===== config.mk =====
export PLATFORM = sky130hd
export DESIGN_NAME = vga_fb_read_sched
export DESIGN_NICKNAME = d
export VERILOG_FILES = /design/src/rtl/vga_fb_read_sched.sv
export SDC_FILE = /design/constraint.sdc
export NUM_CORES = 1
export LEC_CHECK = 0
export ABC_CLOCK_PERIOD_IN_PS = 2600
export CAP_MARGIN = 20
export CORE_AREA = 2 2 106 108
export DETAILED_ROUTE_END_ITERATION = 6
export DIE_AREA = 0 0 108 110
export DONT_BUFFER_PORTS = 1
export PLACE_DENSITY_LB_ADDON = 0.3
export SLEW_MARGIN = 20
export SYNTH_ARGS = -nofsm -noshare
export SYNTH_HDL_FRONTEND = slang
export SYNTH_SLANG_ARGS = --single-unit

===== constraint.sdc =====
create_clock -name vga_clk -period 2.6 [get_ports vga_clk]
set_input_delay 0.26 -clock vga_clk [delete_from_list [all_inputs] [get_ports vga_clk]]
set_output_delay 0.26 -clock vga_clk [all_outputs]
set_load 0.01 [all_outputs]

===== src/rtl/vga_fb_read_sched.sv =====
// Frame-buffer read scheduler: credit-gated fixed-length Avalon-MM burst reads
// walking a linear, double-buffered frame buffer, with sticky FIFO underrun flag.
module vga_fb_read_sched #(
  parameter int unsigned ADDR_W          = 32,
  parameter int unsigned BURST_LEN       = 16,
  parameter int unsigned FIFO_DEPTH      = 256,
  parameter int unsigned WORDS_PER_FRAME = 76800
) (
  input  logic                         vga_clk,
  input  logic                         vga_reset_n,
  input  logic                         enable,
  input  logic [ADDR_W-1:0]            fb_base_in,
  input  logic                         fb_base_wr,
  output logic [ADDR_W-1:0]            avm_address,
  output logic                         avm_read,
  output logic [$clog2(BURST_LEN):0]   avm_burstcount,
  input  logic                         avm_waitrequest,
  input  logic                         vga_rd_valid,
  input  logic                         data_fifo_empty,
  output logic                         frame_start,
  output logic [ADDR_W-1:0]            cur_base,
  output logic                         underrun,
  input  logic                         underrun_clr
);

  localparam int unsigned LVL_W = $clog2(FIFO_DEPTH) + 1;
  localparam int unsigned WC_W  = $clog2(WORDS_PER_FRAME + 1);
  localparam int unsigned BC_W  = $clog2(BURST_LEN) + 1;

  localparam logic [ADDR_W-1:0] STRIDE     = ADDR_W'(BURST_LEN * 16);
  localparam logic [ADDR_W-1:0] ALIGN_MASK = ~ADDR_W'(BURST_LEN * 16 - 1);
  localparam logic [LVL_W-1:0]  LVL_BURST  = LVL_W'(BURST_LEN);
  localparam logic [LVL_W:0]    LVL_LIMIT  = (LVL_W + 1)'(FIFO_DEPTH);
  localparam logic [WC_W-1:0]   WC_BURST   = WC_W'(BURST_LEN);
  localparam logic [WC_W-1:0]   WC_FRAME   = WC_W'(WORDS_PER_FRAME);

  typedef enum logic [1:0] {IDLE, CHECK, ISSUE} state_t;

  state_t              r_state;
  state_t              w_state_nxt;
  logic [ADDR_W-1:0]   r_addr;
  logic [ADDR_W-1:0]   r_cur_base;
  logic [ADDR_W-1:0]   r_pend_base;
  logic                r_pend_flag;
  logic [WC_W-1:0]     r_word_cnt;
  logic [LVL_W-1:0]    r_level;
  logic [LVL_W-1:0]    w_level_nxt;
  logic                r_frame_start;
  logic                r_underrun;

  logic                w_start;
  logic                w_accept;
  logic                w_credit;
  logic                w_frame_end;
  logic                w_swap;
  logic [ADDR_W-1:0]   w_next_base;

  assign w_accept    = avm_read & ~avm_waitrequest;
  assign w_credit    = ({1'b0, r_level} + (LVL_W + 1)'(BURST_LEN)) <= LVL_LIMIT;
  assign w_frame_end = (r_word_cnt + WC_BURST) == WC_FRAME;
  // Pending base is adopted both on (re)start from IDLE and at frame wrap.
  assign w_swap      = (w_start | (w_accept & w_frame_end)) & r_pend_flag;
  assign w_next_base = r_pend_flag ? r_pend_base : r_cur_base;

  always_ff @(posedge vga_clk or negedge vga_reset_n) begin
    if (!vga_reset_n) r_state <= IDLE;
    else              r_state <= w_state_nxt;
  end

  always_comb begin
    w_state_nxt = r_state;
    unique case (r_state)
      IDLE:    if (enable) w_state_nxt = CHECK;
      CHECK:   if (!enable) w_state_nxt = IDLE;
               else if (w_credit) w_state_nxt = ISSUE;
      ISSUE:   if (w_accept) w_state_nxt = CHECK;
      default: w_state_nxt = IDLE;
    endcase
  end

  always_comb begin
    avm_read = 1'b0;
    w_start  = 1'b0;
    unique case (r_state)
      IDLE:    w_start  = enable;
      ISSUE:   avm_read = 1'b1;
      default: ;
    endcase
  end

  // Pop at zero saturates, but a same-cycle accept is counted first.
  always_comb begin
    w_level_nxt = r_level;
    if (w_accept) w_level_nxt = w_level_nxt + LVL_BURST;
    if (vga_rd_valid && (w_level_nxt != '0)) w_level_nxt = w_level_nxt - LVL_W'(1);
  end

  always_ff @(posedge vga_clk or negedge vga_reset_n) begin
    if (!vga_reset_n) begin
      r_addr        <= '0;
      r_cur_base    <= '0;
      r_pend_base   <= '0;
      r_pend_flag   <= 1'b0;
      r_word_cnt    <= '0;
      r_level       <= '0;
      r_frame_start <= 1'b0;
      r_underrun    <= 1'b0;
    end else begin
      if (fb_base_wr) begin
        r_pend_base <= fb_base_in & ALIGN_MASK;
        r_pend_flag <= 1'b1;
      end else if (w_swap) begin
        r_pend_flag <= 1'b0;
      end

      if (w_swap) r_cur_base <= r_pend_base;

      if (w_start) begin
        r_addr     <= w_next_base;
        r_word_cnt <= '0;
      end else if (w_accept) begin
        if (w_frame_end) begin
          r_addr     <= w_next_base;
          r_word_cnt <= '0;
        end else begin
          r_addr     <= r_addr + STRIDE;
          r_word_cnt <= r_word_cnt + WC_BURST;
        end
      end

      r_level       <= w_level_nxt;
      r_frame_start <= w_accept & (r_word_cnt == '0);

      if (vga_rd_valid && data_fifo_empty) r_underrun <= 1'b1;
      else if (underrun_clr)               r_underrun <= 1'b0;
    end
  end

  assign avm_address    = r_addr;
  assign avm_burstcount = BC_W'(BURST_LEN);
  assign frame_start    = r_frame_start;
  assign cur_base       = r_cur_base;
  assign underrun       = r_underrun;

endmodule


### After elaboration in Yosys (flattened, before gate mapping)

Cells that the tools add are included.

* bits in registers: 111
* input bits: 40
* output and inout bits: 72
* logic and storage cells: 56

* add/sub/neg operators: 5
* magnitude comparators: 1
* equal/unequal tests: 6
* mux-type cells: 20
* bitwise gates (word level): 6
* reduce and logical (&&, ||, !) cells: 9

Operators by type and width (number)
* $mux 32: 4
* $mux 17: 3
* $add 32x9->32 const B: 1
* $mux 9: 2
* $add 17x5->17 const B: 1
* $eq 17x17->1 const B: 1
* $logic_not 17->1: 1
* $add 9x5->10 const B: 1
* $le 10x9->1 const B: 1
* $add 9x5->9 const B: 1
* $reduce_bool 9->1: 1
* $sub 9x1->9 const B: 1
* $mux 2: 4
* $mux 1: 6
* $pmux 2 s3: 1
* $reduce_bool 2->1: 3
* $and 1x1->1: 4
* $ne 2x2->1 const B: 2
* $ne 3x3->1 const B: 1
* $reduce_and 3->1: 1
* $eq 2x1->1 const B: 1
* $eq 2x2->1 const B: 1
* $logic_and 1x1->1: 2
* $logic_not 2->1: 1
* 2 further kinds: 2

### Depth between registers and ports, before layout

Gate-level depths: netlist of the first run.

* word-level depth: 8
* gate-level depth with buffers: 11
* depth with buffers taken out: 8

### Worst setup path before layout of the first run

OpenSTA, ideal clock, no wires.

* kind: register -> register
* start point: register r_word_cnt[4]
* end point: register r_cur_base[15] (netlist: cur_base[15])
* library setup time: 0.125 ns
* arrival: 2.223 ns
* data required time: 2.475 ns
* setup slack: 0.252 ns
* stages on the path, launching flop included: 10
* buffers on the path: 1
* clock period less this slack: 2.348 ns
* cell sequence: dfrtp_1 -> ha_1 -> and3_2 -> nand4b_4 -> xnor2_4 -> nand2_2 -> o21ai_4 -> nand2_4 -> buf_6 -> mux2_4

* cells in the longest elaborated chain, start to end: 5

Ends and longest elaborated chain
* start: declaration: RTL line 45 `logic [WC_W-1:0] r_word_cnt;`
* start signal: assignment: RTL line 127 `r_word_cnt <= r_word_cnt + WC_BURST;`
* $add 17x5->17: RTL line 60 `assign w_frame_end = (r_word_cnt + WC_BURST) == WC_FRAME;`
* $eq 17x17->1: RTL line 60
* $and 1x1->1: RTL line 62 `assign w_swap = (w_start | (w_accept & w_frame_end)) & r_pend_flag;`
* $or 1x1->1: RTL line 62
* $and 1x1->1: RTL line 62
* end signal: assignment: RTL line 116 `if (w_swap) r_cur_base <= r_pend_base;`
* end: declaration: RTL line 42 `logic [ADDR_W-1:0] r_cur_base;`

Every way passes these cells.
A chain may end at the register's enable or synchronous reset.

### Final worst setup path of the first run

* start point: register r_word_cnt[4]
* end point: register r_addr[30] (netlist: avm_address[30])

* cells in the longest elaborated chain, start to end: 5

Ends and longest elaborated chain
* $add 17x5->17: RTL line 60
* $eq 17x17->1: RTL line 60
* $mux 32: RTL line 122 `if (w_frame_end) begin`
* $mux 32: RTL line 121 `end else if (w_accept) begin`
* $mux 32: RTL line 118 `if (w_start) begin`
* end signal: assignment: RTL line 119 `r_addr <= w_next_base;`
* end signal: assignment: RTL line 123 `r_addr <= w_next_base;`
* end signal: assignment: RTL line 126 `r_addr <= r_addr + STRIDE;`
* end: declaration: RTL line 41 `logic [ADDR_W-1:0] r_addr;`

Every way passes these cells. The select of a mux whose other input is x is not followed.

==> results_dict.tcl, run 1 <==
set metrics [dict create \
    cts-root-buf "clkbuf_8" \
    wl_per_cell_um 18.8 \
    crit_path_top_delay_cell "and4_1" \
    power.internal_mw 3.55 \
    antenna_left 0 \
    ios 112 \
    synth_edf_count 0 \
    drt_wl_total_um 13700 \
    reg2reg_depth 9 \
    final.period_utilization 0.934 \
    synth_top_area_frac 0.429 \
    grtUsageTotal 0.244 \
    synthFlopType "dfrtp_1" \
    synth_area_per_cell_um2 10.2 \
    cts.sinks 99 \
    synthTopCellsByCount "dfrtp_1, nand2_1, nor2_1, mux2_2, buf_4" \
    drc 0 \
    synth_area_um2 5780 \
    irDropWorstVdd_v 0.000551 \
    core_area_um2 10700 \
    ctsHtreeMaxLevel 3 \
    path_common_cell "and4_1" \
    drt-vias-per-instance 6.17 \
    io_buffers 0 \
    grt_pass1_vias 4455 \
    cts-buffers-inserted 9 \
    cpPeakStageDelay_ns 0.38 \
    path_max_fanout 7 \
    cp_cell_sequence "ha_2 -> and3_2 -> a32oi_1 -> o32ai_2 -> and4_1 -> buf_4 -> nand2_1 -> and4_1 -> nor3_1" \
    grt_use_met1 0.310 \
    fp.dieW_um 108 \
    critPathCaptureType "flip-flop" \
    die_area_um2 11900 \
    power_density_nw_per_um2 977 \
    combPwrFrac 0.381 \
    hold_start "fb_base_in[21]" \
    finClkSkew_ns 0.0110 \
    synth.yosys.warnings 0 \
    fin_crit_ns 2.43 \
    antenna_found_initial 0 \
    synth_area_leaders "dfrtp_1, mux2_2, mux2_4" \
    grt_start_max_net_pins 100 \
    tightestPinTransition_ns 0.609 \
    gp_congestion 0.895 \
    reg2reg_slack_ns 0.17 \
    status "finished clean" \
    post_cts_buffers 0 \
    drive_gt1_frac 0.201 \
    tns_ns 0 \
    drt-initial-drc-count 304 \
    relSlewSlack 0.593 \
    final_nets 629 \
    die_y_um 110 \
    crit_path_start_kind "flip-flop" \
    hold_violations 0 \
    hold_path_depth 1 \
    filler_cell_count 943 \
    fmax_mhz 412 \
    grt_pass1_wl_um 22500 \
    cts_tree "yes" \
    crit-reg2reg-capture "avm_address[30]" \
    met2_usage 0.399 \
    rows 38 \
    p_sw_mw 2.52 \
    via_count 4478 \
    place_hpwl_um 9760 \
    syn_to_final_growth_pct 7.60 \
    drv_slew 0 \
    crit_type "reg2reg" \
    ys_types 70 \
    ys_seq_area_frac 0.429 \
    drv_cap 0 \
    busiest_layer "met2" \
    clkPwrFrac 0.156 \
    reg2reg_from "r_word_cnt[4]" \
    ys_seq_elements 99 \
    antenna-diode-count 0 \
    path_clk_slew_ns 0.10 \
    min-delay-path-class "in2reg" \
    rsz0062_at_grt "false" \
    required_ns 2.89 \
    cp.arrival_ns 2.72 \
    grt_use_met3 0.0611 \
    netlist_instances 569 \
    switching_share 0.415 \
    drt_first_pass_iters 5 \
    synth.most_common_cell "dfrtp_1" \
    p_leak_nw 2.71 \
    worst_skew_pair.late_latency_ns 0.37 \
    pwr-share-seq 0.463 \
    setup_viol 0 \
    start_util 0.540 \
    hold_slack_ns 0.0283 \
    fin_total_pwr_mw 6.07 \
    hold_path_end "r_pend_base[21]" \
    synth_largest_area_cell "dfrtp_1" \
    clock_path_buffers 2 \
    synth-async-reset-ratio 1.00 \
    grt.overflow.total 0 \
]
sequential cells by signal (all words and copies together), names as in the netlist:
name	cells
frame_start	1
cur_base	24
avm_address	24
r_pend_base	24
r_word_cnt	13
r_state	2
underrun	1
r_level	9
r_pend_flag	1
cell families (layout without fill, tap and decap cells):
family	Yosys count	after routing	share of synthesized area
buffers and inverters	73	71	0.0728
flip-flops	99	99	0.429
XOR/XNOR	20	20	0.0349
AO/OA/AOI/OAI	122	122	0.153
multiplexers	56	56	0.115
other	2	21	0.00130
adder cells (fa/ha/maj)	8	8	0.0173
AND/OR/NAND/NOR	189	189	0.177
metrics by stage:
step | worst slack (ns) | utilization | instance area (µm²) | instances
6_report | 0.173 | 0.581 | 6220 | 726
5_1_grt | 0.000699 | 0.581 | 6220 | 726
4_1_cts | 0.0557 | 0.578 | 6180 | 726
3_5_place_dp | 0.0768 | 0.553 | 5910 | 704
3_3_place_gp | 0.109 | 0.553 | 5910 | 704
2_1_floorplan | 0.252 | - | 5850 | 588
cells in the final DEF, fill, tap and decap left out, types with 4 or more instances in the layout:
cell,n
nand4_1,11
xnor2_1,10
nand3_1,19
mux2_2,31
and2_1,4
o21ai_0,20
and4_1,4
nand2b_1,6
mux2i_1,12
mux2_4,13
nor2_1,37
nand2_1,43
conb_1,21
nor3_1,18
a21oi_1,13
clkbuf_8,11
nor4_1,4
o22ai_1,6
o211ai_1,6
o31ai_1,7
inv_1,15
and3_1,15
o2bb2ai_1,9
a311oi_1,8
xor2_1,8
dlygate4sd3_1,5
ha_1,7
nor2b_1,6
a211oi_1,6
or3_1,5
buf_4,34
dfrtp_1,99
a31oi_1,14
worst max path at each step:
stage	startpoint	endpoint	cells after the start
3_5_place_dp	r_word_cnt[4]	cur_base[20]	8
4_1_cts	r_word_cnt[4]	avm_address[31]	10
5_1_grt	r_word_cnt[4]	avm_address[31]	10
2_1_floorplan	r_word_cnt[4]	cur_base[15]	9
3_3_place_gp	r_word_cnt[4]	cur_base[18]	8
6_report	r_word_cnt[4]	avm_address[30]	9
metal layers:
metal | up-vias | wire length (µm) | share of wire
met3 | 24 | 929 | 0.068
met1 | 2215 | 5920 | 0.43
met5 | - | 0 | 0
met2 | 160 | 6540 | 0.48
li1 | 2079 | - | -
met4 | 0 | 263 | 0.019
repair_timing:
item | 4_1_cts | 5_1_grt
hold buffers | 6 | 0
endpoints found under the hold margin | 102 | 0
gates resized for setup | 0 | 6
endpoints found under the setup margin | 0 | 39
power groups by stage:
stage                     logic (mW)  clock network, mW  registers (mW)
after floorplan                 1.85                  0            2.61
after global placement          2.17                  0            2.81
after detailed placement        2.25                  0            2.84
after CTS                       2.31              0.983            2.81
after global routing            2.56               1.03            2.90
final                           2.31              0.949            2.81
final cells by class:
class                   instances  area (µm²)  share of cell area
well taps                     140         175              0.0282
repair buffers                 40         333              0.0535
multi-input cells             416        2990               0.480
clock inverters                 4        32.5             0.00523
inverters                      15        56.3             0.00906
clock buffers                  12         155              0.0250
flip-flops and latches         99        2480               0.399
worst max-delay path, delay by kind of cell (launching register included):
family	cells	cell delay, ns
AOI/OAI and AO/OA	2	0.30
buffers and inverters	1	0.18
and+or+nand+nor	5	1.24
DFF	1	0.36
adders and majority gates	1	0.26
Note: power is estimated with default switching activity, not from simulation.
==> run 2: changes to the inputs <==
--- a/config.mk
+++ b/config.mk
@@ -7,12 +7,13 @@
 export LEC_CHECK = 0
 export ABC_CLOCK_PERIOD_IN_PS = 2600
 export CAP_MARGIN = 20
-export CORE_AREA = 2 2 106 108
+export CORE_AREA = 5 5 151 81
 export DETAILED_ROUTE_END_ITERATION = 6
-export DIE_AREA = 0 0 108 110
+export DIE_AREA = 0 0 156 86
 export DONT_BUFFER_PORTS = 1
 export PLACE_DENSITY_LB_ADDON = 0.3
 export SLEW_MARGIN = 20
 export SYNTH_ARGS = -nofsm -noshare
 export SYNTH_HDL_FRONTEND = slang
 export SYNTH_SLANG_ARGS = --single-unit
+export TNS_END_PERCENT = 50
==> run 2 against run 1 <==
Net effect: routed wire length is 11% higher; utilization is 0.59 points higher; maximum frequency is 4.1% lower; clock power is 35% higher; sequential share of layout area is 0.44 points lower; flip-flop and latch count stayed put; first-iteration DRC count is 25% higher; sequential power is 2% higher; critical path depth is 1 higher; worst hold slack worse by 0.016 ns; register-to-register slack worse by 0.10 ns; largest cell class unchanged.
==> results_dict.tcl, run 2 (synthesized netlist as in run 1, its figures left out) <==
set metrics [dict create \
    dpl.cell_count 712 \
    hold_violations 0 \
    cts_tree "yes" \
    via_count 4567 \
    start_util 0.539 \
    cp.arrival_ns 2.77 \
    worst_skew_pair.late_latency_ns 0.35 \
    clkPwrFrac 0.197 \
    final_nets 628 \
    power.internal_mw 3.81 \
    irDropWorstVdd_v 0.000515 \
    finClkSkew_ns 0.00761 \
    drive_gt1_frac 0.205 \
    critPathCaptureType "flip-flop" \
    required_ns 2.84 \
    status "finished clean" \
    cts-buffers-inserted 9 \
    die_area_um2 13400 \
    hold_slack_ns 0.0127 \
    place_hpwl_um 11400 \
    ios 112 \
    drv_slew 0 \
    final.period_utilization 0.973 \
    cts.sinks 99 \
    gp_congestion 0.973 \
    drc 0 \
    pwr-share-seq 0.441 \
    grt_pass1_wl_um 24200 \
    antenna_found_initial 0 \
    switching_share 0.413 \
    wl_per_cell_um 20.8 \
    fmax_mhz 395 \
    p_sw_mw 2.68 \
    tightestPinTransition_ns 0.751 \
    grt_pass1_vias 4344 \
    crit_type "reg2reg" \
    die_y_um 86 \
    power_density_nw_per_um2 1030 \
    fin_cells 730 \
    antenna_left 0 \
    cts-root-buf "clkbuf_16" \
    core_area_um2 10700 \
    fp.dieW_um 156 \
    grt.overflow.total 0 \
    syn_to_final_growth_pct 8.82 \
    final_cell_mix "dfrtp_1, nand2_1, nor2_1, buf_4, mux2_2" \
    drt_first_pass_iters 5 \
    layout_commonest_cell "dfrtp_1" \
    relSlewSlack 0.496 \
    p_leak_nw 2.74 \
    drt-initial-drc-count 380 \
    drt_wl_total_um 15200 \
    min-delay-path-class "in2reg" \
    crit_path_start_kind "flip-flop" \
    grtUsageTotal 0.229 \
    fin_crit_ns 2.53 \
    clock_path_buffers 2 \
    grt_start_max_net_pins 100 \
    setup_viol 0 \
    io_buffers 0 \
    antenna-diode-count 0 \
    path_max_fanout 10 \
    path_clk_slew_ns 0.07 \
    drv_cap 0 \
    ctsHtreeMaxLevel 3 \
    combPwrFrac 0.362 \
    rows 27 \
    drt-vias-per-instance 6.26 \
]
==> run 2: cell count changes in the layout (fill, tap and decap cells not counted), moves of 2 or more <==
| cell | previous run | this run |
|---|---|---|
| clkbuf_8 | 11 | 0 |
| clkinvlp_4 | 2 | 4 |
| buf_4 | 34 | 37 |
| dlygate4sd3_1 | 5 | 1 |
| clkbuf_16 | 0 | 9 |
==> run 2: final timing paths <==
check | from | end | slack, ns | cells past startpoint
worst max-delay path | r_word_cnt[4] | avm_address[16] | 0.07 | 10
worst min-delay path | underrun_clr | underrun | 0.01 | 1
worst max register to register | r_word_cnt[4] | avm_address[16] | 0.07 | 10
worst min register to register | r_level[3] | r_level[3] | 0.51 | 1
max in group asynchronous | vga_reset_n | avm_address[17] | 1.70 | 2
min in group asynchronous | vga_reset_n | r_level[3] | 0.46 | 2
==> run 2: power groups by stage <==
stage | registers (mW) | clock network, mW | logic (mW)
after CTS | 2.87 | 1.29 | 2.32
final | 2.86 | 1.28 | 2.35
after detailed placement | 2.89 | 0 | 2.27
after global placement | 2.85 | 0 | 2.18
after global routing | 2.96 | 1.35 | 2.58
after floorplan | 2.61 | 0 | 1.85
==> run 2: layout make-up <==
class | instances | area, µm²
clock buffer | 10 | 229
clock inverter | 6 | 50.0
fill | 902 | 4420
inverter | 15 | 56.3
multi-input combinational | 416 | 2980
sequential | 99 | 2480
tap | 145 | 181
timing repair buffer | 39 | 315
==> run 2: repair_timing <==
action / in CTS / in global routing
hold buffers: 2 / 0
setup endpoints to repair: 0 / 42
gates resized for setup: 0 / 6
endpoints found under the hold margin: 99 / 0
buffers inserted: 0 / 0
==> run 2: through the flow <==
| step | util | cell area (µm²) | setup WS (ns) | setup TNS, ns | power (mW) |
|---|---|---|---|---|---|
| finish | 0.587 | 6290 | 0.0694 | 0 | 6.49 |
| global route | 0.587 | 6290 | -0.000145 | -0.000145 | 6.90 |
| CTS | 0.585 | 6260 | 0.0829 | 0 | 6.48 |
| detailed placement | 0.555 | 5940 | 0.104 | 0 | 5.16 |
| global placement | 0.555 | 5940 | 0.130 | 0 | 5.04 |
| floorplan | - | 5850 | 0.252 | 0 | 4.46 |
==> run 2: routing by layer <==
metal  vias up  global-route usage  share of wire
met4         0              0.0421         0.0088
li1       2081                   -              -
met2       202               0.314           0.41
met1      2265               0.347           0.46
met5         -                   0              0
met3        19              0.0817           0.12
==> run 2: worst max-delay path: stages (launching register included) <==
cell     delay (ns)
dfrtp_1        0.38
ha_1           0.26
and3_2         0.24
a32oi_1        0.27
o32ai_2        0.17
nand4_2        0.14
buf_4          0.21
o21ai_2        0.07
buf_4          0.17
or3_1          0.33
and4_1         0.18
